### src/rtl/ls_exec_pkg.sv
// ls_exec_pkg: shared bus widths, idle values, opcode encodings and load/store helpers.
`default_nettype none
package ls_exec_pkg;
  localparam int DATA_W = 32;
  localparam int TAG_W  = 6;
  localparam int NAME_W = 5;
  localparam int OP_W   = 6;

  typedef logic [DATA_W-1:0] data_t;
  typedef logic [TAG_W-1:0]  tag_t;
  typedef logic [NAME_W-1:0] name_t;
  typedef logic [OP_W-1:0]   op_t;

  localparam tag_t  TAG_FREE  = '0;
  localparam name_t NAME_FREE = '0;
  localparam data_t DATA_FREE = '0;

  localparam op_t OP_NOP = 6'd0;
  localparam op_t OP_LB  = 6'd1;
  localparam op_t OP_LH  = 6'd2;
  localparam op_t OP_LW  = 6'd3;
  localparam op_t OP_LBU = 6'd4;
  localparam op_t OP_LHU = 6'd5;
  localparam op_t OP_SB  = 6'd6;
  localparam op_t OP_SH  = 6'd7;
  localparam op_t OP_SW  = 6'd8;

  // Zero marks an opcode that completes without touching memory.
  function automatic logic [2:0] op_bytes(input op_t op);
    case (op)
      OP_LB, OP_LBU, OP_SB: op_bytes = 3'd1;
      OP_LH, OP_LHU, OP_SH: op_bytes = 3'd2;
      OP_LW, OP_SW:         op_bytes = 3'd4;
      default:              op_bytes = 3'd0;
    endcase
  endfunction

  function automatic logic op_is_store(input op_t op);
    op_is_store = (op == OP_SB) || (op == OP_SH) || (op == OP_SW);
  endfunction

  function automatic data_t op_extend(input op_t op, input data_t raw);
    case (op)
      OP_LB:   op_extend = {{24{raw[7]}}, raw[7:0]};
      OP_LH:   op_extend = {{16{raw[15]}}, raw[15:0]};
      OP_LBU:  op_extend = {24'd0, raw[7:0]};
      OP_LHU:  op_extend = {16'd0, raw[15:0]};
      default: op_extend = raw;
    endcase
  endfunction
endpackage
`default_nettype wire

### src/rtl/ls_exec_if.sv
// ls_exec_if: issue, load-result broadcast and byte-serial memory signals of ls_exec.
`default_nettype none
interface ls_exec_if
  import ls_exec_pkg::*;
#(
  parameter int ADDR_W = 32
);
  logic              LSworkEn;
  data_t             operandO;
  data_t             operandT;
  data_t             imm;
  tag_t              wrtTag;
  name_t             wrtName;
  op_t               opCode;
  logic              LSreadEn;
  logic              LSdone;
  logic              enLSwrt;
  tag_t              LStag;
  data_t             LSdata;
  name_t             LSname;
  logic              memReq;
  logic              memRW;
  logic [ADDR_W-1:0] memAddr;
  logic [7:0]        memWdata;
  logic              memGrant;
  logic [7:0]        memRdata;

  modport slave (
    input  LSworkEn, operandO, operandT, imm, wrtTag, wrtName, opCode, memGrant, memRdata,
    output LSreadEn, LSdone, enLSwrt, LStag, LSdata, LSname, memReq, memRW, memAddr, memWdata
  );

  modport master (
    output LSworkEn, operandO, operandT, imm, wrtTag, wrtName, opCode, memGrant, memRdata,
    input  LSreadEn, LSdone, enLSwrt, LStag, LSdata, LSname, memReq, memRW, memAddr, memWdata
  );
endinterface
`default_nettype wire

### src/rtl/ls_exec.sv
// ls_exec: byte-serial load/store execution unit with little-endian assembly and sign/zero extension.
`default_nettype none
module ls_exec
  import ls_exec_pkg::*;
#(
  parameter int ADDR_W = 32
) (
  input  wire logic clk,
  input  wire logic rst,
  ls_exec_if.slave  bus
);
  typedef enum logic [1:0] {IDLE = 2'd0, ACCESS = 2'd1, WAIT = 2'd2, DONE = 2'd3} state_t;

  state_t            state;
  op_t               op;
  tag_t              tag;
  name_t             name;
  data_t             sdata;
  data_t             result;
  logic [1:0]        k;
  logic              cap_pend;
  logic [1:0]        cap_idx;
  logic              mem_req;
  logic              mem_rw;
  logic [ADDR_W-1:0] mem_addr;
  logic [7:0]        mem_wdata;
  logic              done;
  logic              wen;
  tag_t              ls_tag;
  name_t             ls_name;
  data_t             ls_data;

  data_t      addr_sum;
  data_t      result_next;
  logic [1:0] k_next;
  logic       last_byte;

  assign addr_sum  = bus.operandO + bus.imm;
  assign k_next    = k + 2'd1;
  assign last_byte = (({1'b0, k} + 3'd1) == op_bytes(op));

  // The byte granted last cycle is folded in here so WAIT can extend the complete word.
  always_comb begin
    result_next = result;
    if (cap_pend) result_next[{cap_idx, 3'b000} +: 8] = bus.memRdata;
  end

  always_ff @(posedge clk or posedge rst) begin
    if (rst) begin
      state     <= IDLE;
      op        <= OP_NOP;
      tag       <= TAG_FREE;
      name      <= NAME_FREE;
      sdata     <= '0;
      result    <= '0;
      k         <= 2'd0;
      cap_pend  <= 1'b0;
      cap_idx   <= 2'd0;
      mem_req   <= 1'b0;
      mem_rw    <= 1'b0;
      mem_addr  <= '0;
      mem_wdata <= 8'd0;
      done      <= 1'b0;
      wen       <= 1'b0;
      ls_tag    <= TAG_FREE;
      ls_name   <= NAME_FREE;
      ls_data   <= DATA_FREE;
    end else begin
      if (cap_pend) result <= result_next;
      cap_pend <= 1'b0;
      case (state)
        IDLE: begin
          if (bus.LSworkEn) begin
            op     <= bus.opCode;
            tag    <= bus.wrtTag;
            name   <= bus.wrtName;
            sdata  <= bus.operandT;
            result <= '0;
            k      <= 2'd0;
            if (op_bytes(bus.opCode) != 3'd0) begin
              state     <= ACCESS;
              mem_req   <= 1'b1;
              mem_rw    <= op_is_store(bus.opCode);
              mem_addr  <= ADDR_W'(addr_sum);
              mem_wdata <= bus.operandT[7:0];
            end else begin
              state <= DONE;
              done  <= 1'b1;
            end
          end
        end
        ACCESS: begin
          if (bus.memGrant) begin
            k <= k_next;
            if (!mem_rw) begin
              cap_pend <= 1'b1;
              cap_idx  <= k;
            end
            if (last_byte) begin
              mem_req <= 1'b0;
              mem_rw  <= 1'b0;
              if (mem_rw) begin
                state <= DONE;
                done  <= 1'b1;
              end else begin
                state <= WAIT;
              end
            end else begin
              mem_addr  <= mem_addr + 1'b1;
              mem_wdata <= sdata[{k_next, 3'b000} +: 8];
            end
          end
        end
        WAIT: begin
          state   <= DONE;
          done    <= 1'b1;
          wen     <= 1'b1;
          ls_tag  <= tag;
          ls_name <= name;
          ls_data <= op_extend(op, result_next);
        end
        default: begin
          state   <= IDLE;
          k       <= 2'd0;
          done    <= 1'b0;
          wen     <= 1'b0;
          ls_tag  <= TAG_FREE;
          ls_name <= NAME_FREE;
          ls_data <= DATA_FREE;
        end
      endcase
    end
  end

  assign bus.LSreadEn = (state == IDLE) && !bus.LSworkEn;
  assign bus.LSdone   = done;
  assign bus.enLSwrt  = wen;
  assign bus.LStag    = ls_tag;
  assign bus.LSname   = ls_name;
  assign bus.LSdata   = ls_data;
  assign bus.memReq   = mem_req;
  assign bus.memRW    = mem_rw;
  assign bus.memAddr  = mem_addr;
  assign bus.memWdata = mem_wdata;
endmodule
`default_nettype wire

### src/flat_wrapper.sv
// flat-port wrapper written by rule: the top's interface ports become plain ports
module ls_exec_flat import ls_exec_pkg::*;
#(
  parameter int ADDR_W = 32
)
  (clk, rst, bus_LSworkEn, bus_operandO, bus_operandT, bus_imm, bus_wrtTag, bus_wrtName, bus_opCode, bus_memGrant, bus_memRdata, bus_LSreadEn, bus_LSdone, bus_enLSwrt, bus_LStag, bus_LSdata, bus_LSname, bus_memReq, bus_memRW, bus_memAddr, bus_memWdata);
  ls_exec_if #(.ADDR_W(ADDR_W)) bus_i ();
  input  wire logic clk;
  input  wire logic rst;
  input wire logic [$bits(bus_i.LSworkEn)-1:0] bus_LSworkEn;
  input wire logic [$bits(bus_i.operandO)-1:0] bus_operandO;
  input wire logic [$bits(bus_i.operandT)-1:0] bus_operandT;
  input wire logic [$bits(bus_i.imm)-1:0] bus_imm;
  input wire logic [$bits(bus_i.wrtTag)-1:0] bus_wrtTag;
  input wire logic [$bits(bus_i.wrtName)-1:0] bus_wrtName;
  input wire logic [$bits(bus_i.opCode)-1:0] bus_opCode;
  input wire logic [$bits(bus_i.memGrant)-1:0] bus_memGrant;
  input wire logic [$bits(bus_i.memRdata)-1:0] bus_memRdata;
  output wire logic [$bits(bus_i.LSreadEn)-1:0] bus_LSreadEn;
  output wire logic [$bits(bus_i.LSdone)-1:0] bus_LSdone;
  output wire logic [$bits(bus_i.enLSwrt)-1:0] bus_enLSwrt;
  output wire logic [$bits(bus_i.LStag)-1:0] bus_LStag;
  output wire logic [$bits(bus_i.LSdata)-1:0] bus_LSdata;
  output wire logic [$bits(bus_i.LSname)-1:0] bus_LSname;
  output wire logic [$bits(bus_i.memReq)-1:0] bus_memReq;
  output wire logic [$bits(bus_i.memRW)-1:0] bus_memRW;
  output wire logic [$bits(bus_i.memAddr)-1:0] bus_memAddr;
  output wire logic [$bits(bus_i.memWdata)-1:0] bus_memWdata;
  assign bus_i.LSworkEn = bus_LSworkEn;
  assign bus_i.operandO = bus_operandO;
  assign bus_i.operandT = bus_operandT;
  assign bus_i.imm = bus_imm;
  assign bus_i.wrtTag = bus_wrtTag;
  assign bus_i.wrtName = bus_wrtName;
  assign bus_i.opCode = bus_opCode;
  assign bus_i.memGrant = bus_memGrant;
  assign bus_i.memRdata = bus_memRdata;
  assign bus_LSreadEn = bus_i.LSreadEn;
  assign bus_LSdone = bus_i.LSdone;
  assign bus_enLSwrt = bus_i.enLSwrt;
  assign bus_LStag = bus_i.LStag;
  assign bus_LSdata = bus_i.LSdata;
  assign bus_LSname = bus_i.LSname;
  assign bus_memReq = bus_i.memReq;
  assign bus_memRW = bus_i.memRW;
  assign bus_memAddr = bus_i.memAddr;
  assign bus_memWdata = bus_i.memWdata;
  ls_exec #(.ADDR_W(ADDR_W)) u_core (.clk(clk), .rst(rst), .bus(bus_i));
endmodule
### config.mk
export PLATFORM = sky130hd
export DESIGN_NAME = ls_exec_flat
export DESIGN_NICKNAME = d
export VERILOG_FILES = /design/src/rtl/ls_exec_pkg.sv /design/src/rtl/ls_exec_if.sv /design/src/rtl/ls_exec.sv /design/src/flat_wrapper.sv
export SDC_FILE = /design/constraint.sdc
export NUM_CORES = 1
export LEC_CHECK = 0
export CAP_MARGIN = 20
export CORE_ASPECT_RATIO = 1.75
export CORE_MARGIN = 1.5
export CORE_UTILIZATION = 24
export CTS_CLUSTER_DIAMETER = 100
export DETAILED_ROUTE_END_ITERATION = 7
export MAX_ROUTING_LAYER = met4
export PLACE_DENSITY = 0.41
export REMOVE_ABC_BUFFERS = 1
export SYNTH_ARGS = -nofsm -noshare
export SYNTH_HDL_FRONTEND = slang
export SYNTH_SLANG_ARGS = --single-unit
### constraint.sdc
create_clock -name clk -period 14.6 [get_ports clk]
set_input_delay 2.92 -clock clk [delete_from_list [all_inputs] [get_ports clk]]
set_output_delay 2.92 -clock clk [all_outputs]
set_load 0.01 [all_outputs]
==> flow_summary.json, run 1 <==
{
  "result_of_the_run": "finished clean",
  "synth_largest_area_cell": "dfrtp_1",
  "numPortBuffers": 212,
  "syn-mean-instance-area_um2": 8.856,
  "cts.sink_count": 175,
  "leak_pwr_uw": 0.005649,
  "cts.hold.buffers_added": 0,
  "max_vdd_drop_v": 0.00008248,
  "maximum_count_of_clock_buffers_along_a_single_path": 2,
  "die_width_um": 154.8,
  "grt_remaining_overflow": 0,
  "synthDistinctLibCells": 69,
  "setup.reg_to_reg.worst_slack_ns": 11.04,
  "antenna_found_initial": 1,
  "postSynth.asyncResetShare_pct": 100.0,
  "ctsRootBufferMaster": "clkbuf_16",
  "drt_pass1_iterations": 4,
  "worst_endpoint_data_arrival_time_ns": 4.28,
  "slew-limit-headroom_pct": 29.74,
  "hp-class": "reg -> reg",
  "number_of_global_route_vias_before_repair": 8763,
  "design.final.nets": 1454,
  "maximum_number_of_pins_on_one_net_before_global_route_repair": 82,
  "area_delta_synth_final_pct": 34.04,
  "core_area_um2": 39930,
  "syn-instance-count": 1093,
  "timing.clock.skew_ns": 0.01182,
  "die_area_um2": 41590,
  "cts_repair_resize_count": 0,
  "stdcell_area_um2": 12970,
  "route.vias.total": 8723,
  "critical_path_class": "in -> out",
  "design.portCount": 213,
  "grt_setup_unrepaired": "false",
  "cap_viol_max_count": 0,
  "final_core_utilization_pct": 32.49,
  "postSynth.topFlopCell": "dfrtp_1",
  "avgViaCountPerCell": 4.857,
  "detail_route.wl_per_cell_um": 18.42,
  "report.final.hold_viol_count": 0,
  "cp-end-kind": "output port",
  "chipHeight_um": 268.7,
  "critical_path_peak_fanout": 4,
  "synth-edff-count": 0,
  "finalSetupTns_ns": 0,
  "rows": 97,
  "clkSlewWorstSetupHoldPaths_ns": 0.07,
  "period_utilisation_layout_pct": 49.32,
  "num_cts_buffers": 17,
  "timing.final.max_slew_violations": 0,
  "cts_tree": "done",
  "post-synth-top-count-cell": "nand2_1",
  "initial_drt_markers": 387,
  "post_synth_most_frequent_cells": "nand2_1, dfrtp_1, a21oi_1",
  "cp.required_ns": 11.68,
  "power_density_nw_per_um2": 188.4,
  "global_route.usage.total_pct": 16.71,
  "finalHoldWorstSlack_ns": 0.4742,
  "setup_violations": 0,
  "ys_seq_elements": 175,
  "max_freq_ghz": 0.1389,
  "post_cts.repair.setup_buffers": 0,
  "layout_setup_ws_ns": 7.399,
  "clk-insertion-delay-late_ns": 0.45,
  "start_kind": "input port",
  "synth.top_cell.area_share_pct": 45.24,
  "htreeDepth": 4,
  "post_synth_main_area_contributors": "dfrtp_1, nand2_1, ha_1",
  "timing.final.crit_period_ns": 7.201,
  "ant_nets": 0,
  "post-route-drc-count": 0,
  "placement.cell_area_um2": 12320,
  "grt_pass1_wl_um": 50980,
  "worst_slew_pin_slew_ns": 1.050,
  "synth.cell_area_um2": 9679,
  "seq_area_frac_synth_pct": 45.24,
  "detailedPlacementHpwl_um": 24270,
  "dpl_worst_slack_ns": 7.392,
  "floorplan.initialDensity_pct": 24.24,
  "globalplace.congestion": 0.9290,
  "wl_um": 33070,
  "ys_warn_count": 0,
  "layout-drive-gt1-share_pct": 6.077
}
-- path summary, 6_finish.rpt --
path	startpoint	endpoint	cells past startpoint
worst min-delay path	u_core.sdata[2]	u_core.sdata[2]	2
max in group asynchronous	rst	u_core.bus.LStag[3]	3
worst max register to register	u_core.k[0]	u_core.bus.memAddr[25]	8
min in group asynchronous	rst	u_core.sdata[12]	2
worst min register to register	u_core.sdata[2]	u_core.sdata[2]	2
worst max-delay path	bus_LSworkEn	bus_LSreadEn	3
-- sequential cells by signal, summed over array words and instances, names as in the netlist, 2 cells and up --
signal	cells
u_core.bus.memWdata	8
u_core.cap_idx	2
u_core.k	2
u_core.bus.LSdata	32
u_core.state	2
u_core.result	32
u_core.bus.LSname	5
u_core.bus.LStag	6
u_core.bus.memAddr	32
u_core.sdata	32
u_core.name	5
u_core.tag	6
u_core.op	6
-- kinds of logic (layout without fill, tap and decap cells) --
family                     count (synthesis)  in the layout  synth area share, %
and+or+nand+nor                          451            451                20.53
muxes                                     23             23                3.425
AOI/OAI and AO/OA                        299            299                19.73
buffers and inverters                     76            283                3.128
DFF                                      175            175                45.24
xor gates and xnor gates                  27             27                2.443
adders and majority gates                 42             42                5.507
other                                      0              1                    0
-- where the power goes --
part | leakage [uW] | switching, uW | internal (uW) | total, uW
clock | 0.000287 | 231 | 245 | 476
combinational | 0.00312 | 652 | 486 | 1140
sequential | 0.00224 | 165 | 666 | 831
-- per-stage QoR --
stage,power [uW],cells
after floorplan,1463,1042
after global placement,1988,1761
after detailed placement,1999,1761
after CTS,2490,1793
after global routing,2643,1796
final,2445,1796
-- worst max-delay path, stage by stage --
cell,delay (ns)
clkdlybuf4s50_1,0.45
nor2_1,0.30
clkdlybuf4s50_1,0.61
-- layer usage --
layer | global-route usage (%) | wire length (um) | up-vias | share of wire [%]
met1 | 17.19 | 12480 | 4217 | 38
met4 | 6.419 | 930 | 0 | 2.8
li1 | - | - | 4260 | -
met3 | 3.022 | 1242 | 46 | 3.8
met2 | 31.32 | 18420 | 200 | 56
met5 | - | 0 | - | 0
-- placed cells by master (no fill, tap or decap), drive strengths merged, types with 4 or more instances in the layout --
cell / n
mux2i: 14
or2: 4
dfrtp: 175
mux4: 8
a22oi: 32
ha: 41
nor4: 7
nor2b: 4
a21o: 15
and3: 9
a211oi: 4
o22ai: 8
nand2b: 4
xor2: 10
buf: 14
nor2: 83
clkinv: 7
o21a: 5
inv: 30
and2: 4
o21bai: 4
clkbuf: 17
nand2: 251
a31oi: 4
or4: 4
o21ai: 82
a21oi: 92
clkdlybuf4s50: 212
nand3: 33
xnor2: 17
nor3: 15
nand4: 17
a22o: 25
-- cell type report --
cell class / count / area, um^2
Tap cell: 495 / 619.3
Inverter: 25 / 98.84
Fill cell: 4170 / 26960
Antenna cell: 1 / 2.502
Clock buffer: 17 / 425.4
Timing Repair Buffer: 226 / 2260
Multi-Input combinational cell: 842 / 5011
Sequential cell: 175 / 4379
Clock inverter: 15 / 177.7
Note: power is estimated with default switching activity, not from simulation.
==> run 2: changes to the inputs <==
--- a/config.mk
+++ b/config.mk
@@ -12,7 +12,7 @@
 export CTS_CLUSTER_DIAMETER = 100
 export DETAILED_ROUTE_END_ITERATION = 7
 export MAX_ROUTING_LAYER = met4
-export PLACE_DENSITY = 0.41
+export PLACE_DENSITY = 0.42
 export REMOVE_ABC_BUFFERS = 1
 export SYNTH_ARGS = -nofsm -noshare
 export SYNTH_HDL_FRONTEND = slang
==> constraint.sdc (replaced) <==
create_clock -name clk -period 6.5 [get_ports clk]
set_input_delay 1.3 -clock clk [delete_from_list [all_inputs] [get_ports clk]]
set_output_delay 1.3 -clock clk [all_outputs]
set_load 0.01 [all_outputs]
==> run 2 against run 1 <==
Worst hold slack worse by 0.0071 ns. Clock skew is 0.0073 ns higher. Largest cell class unchanged. Die area unchanged. Count of clock-buffer cells in the layout grew 2. Worst setup slack worse by 5.0 ns. Critical path depth grew 9. Global-route usage rose by 0.82 points. Via count is 0.62% higher. First-iteration DRC count increased by 39%. Sequential power is 130% higher. Sequential share of layout area increased by 0.18 points. Wire length increased by 5.1%.
==> flow_summary.json, run 2 (synthesis gave the netlist of run 1 again) <==
{
  "route.vias.total": 8777,
  "area_delta_synth_final_pct": 33.31,
  "numPortBuffers": 212,
  "avgViaCountPerCell": 4.892,
  "finalSetupTns_ns": 0,
  "rows": 97,
  "worst_slew_pin_slew_ns": 1.037,
  "post-route-drc-count": 0,
  "post_cts.repair.setup_buffers": 0,
  "period_utilisation_layout_pct": 62.75,
  "cts.sink_count": 175,
  "die_area_um2": 41590,
  "grt_remaining_overflow": 0,
  "leak_pwr_uw": 0.005613,
  "clkSlewWorstSetupHoldPaths_ns": 0.08,
  "most-common-layout-cells": "nand2_1, clkdlybuf4s50_1, dfrtp_1",
  "result_of_the_run": "finished clean",
  "timing.clock.skew_ns": 0.01911,
  "start_kind": "input port",
  "max_freq_ghz": 0.2452,
  "wl_um": 34750,
  "critical_path_peak_fanout": 3,
  "cp-end-kind": "register",
  "cts_tree": "done",
  "cap_viol_max_count": 0,
  "dpl_worst_slack_ns": 1.903,
  "timing.final.crit_period_ns": 4.079,
  "maximum_number_of_pins_on_one_net_before_global_route_repair": 77,
  "worst_endpoint_data_arrival_time_ns": 4.47,
  "fillerInstances": 4213,
  "design.portCount": 213,
  "ctsRootBufferMaster": "clkbuf_16",
  "detail_route.wl_per_cell_um": 19.37,
  "initial_drt_markers": 536,
  "max_vdd_drop_v": 0.0001642,
  "chipHeight_um": 268.7,
  "power_density_nw_per_um2": 426.4,
  "maximum_count_of_clock_buffers_along_a_single_path": 2,
  "cp_slowest_cell": "fa_1",
  "max_stage_delay_ns": 0.41,
  "setup_violations": 0,
  "global_route.usage.total_pct": 17.53,
  "cts.hold.buffers_added": 0,
  "antenna_found_initial": 0,
  "grt_setup_unrepaired": "false",
  "slew-limit-headroom_pct": 30.40,
  "hp-class": "reg -> reg",
  "design.final.nets": 1452,
  "globalplace.congestion": 0.8780,
  "layout-drive-gt1-share_pct": 5.855,
  "drt_pass1_iterations": 5,
  "cts_repair_resize_count": 0,
  "num_cts_buffers": 17,
  "core_area_um2": 39930,
  "grt_pass1_wl_um": 53140,
  "die_width_um": 154.8,
  "ant_nets": 0,
  "mostFrequentLayoutCell": "nand2_1",
  "detailedPlacementHpwl_um": 26150,
  "path_cells": "clkdlybuf4s50_1, ha_1, fa_1, a21o_1, a21oi_1, or4_1, nand4b_1, and3_1, o21ai_0, mux2_2, o31a_1, nor2_1",
  "cp.required_ns": 6.89,
  "timing.final.max_slew_violations": 0,
  "final_core_utilization_pct": 32.32,
  "report.final.hold_viol_count": 0,
  "htreeDepth": 4,
  "number_of_global_route_vias_before_repair": 9090,
  "layout_setup_ws_ns": 2.421,
  "critical_path_class": "in -> reg",
  "clk-insertion-delay-late_ns": 0.46,
  "floorplan.initialDensity_pct": 24.24
}
## run 2: worst paths after layout
path	startpoint	end	slack, ns	depth (start not counted)
max in group asynchronous	rst	u_core.bus.memReq	3.91	3
worst min register to register	u_core.bus.LSname[1]	u_core.bus.LSname[1]	0.47	2
worst max-delay path	bus_imm[0]	u_core.bus.memAddr[26]	2.42	12
min in group asynchronous	rst	u_core.bus.LSdata[28]	1.36	2
worst min-delay path	u_core.bus.LSname[1]	u_core.bus.LSname[1]	0.47	2
worst max register to register	u_core.k[0]	u_core.bus.memAddr[18]	2.77	7
## run 2: critical path, delay by kind of cell
family                     cells  cell delay (ns)
buffers and inverters          1             0.40
muxes                          1             0.37
AOI/OAI and AO/OA              4             1.01
adders and majority gates      2             0.64
and+or+nand+nor                4             0.75
## run 2: layout make-up
type,count,area (um^2),area share [%]
clock inverter,13,125.1,0.9697
sequential,175,4379,33.94
multi-input combinational,842,5017,38.88
antenna,1,2.502,0.01939
tap,495,619.3,4.800
timing repair buffer,224,2228,17.27
inverter,25,98.84,0.7660
clock buffer,19,432.9,3.355
## run 2: metrics by stage
step	hold slack (ns)	instances	instance area [um^2]	total power [uW]
after floorplan	0.4403	1042	9470	3286
after global placement	0.4495	1759	12310	4496
after detailed placement	0.4549	1761	12340	4541
after CTS	0.4712	1793	12900	5592
after global routing	0.4930	1793	12900	5929
final	0.4672	1794	12900	5502
## run 2: routing by layer
metal | vias up | GRT usage, % | part of all wire [%]
met1 | 4250 | 17.83 | 38
met3 | 60 | 2.138 | 2.1
li1 | 4266 | - | -
met2 | 201 | 33.25 | 56
met4 | 0 | 8.134 | 3.8
met5 | - | - | 0
## run 2: report_power, final
part | switching [uW] | internal (uW)
Combinational | 1500 | 1100
Clock | 515 | 507
Sequential | 389 | 1500
Total | 2400 | 3100
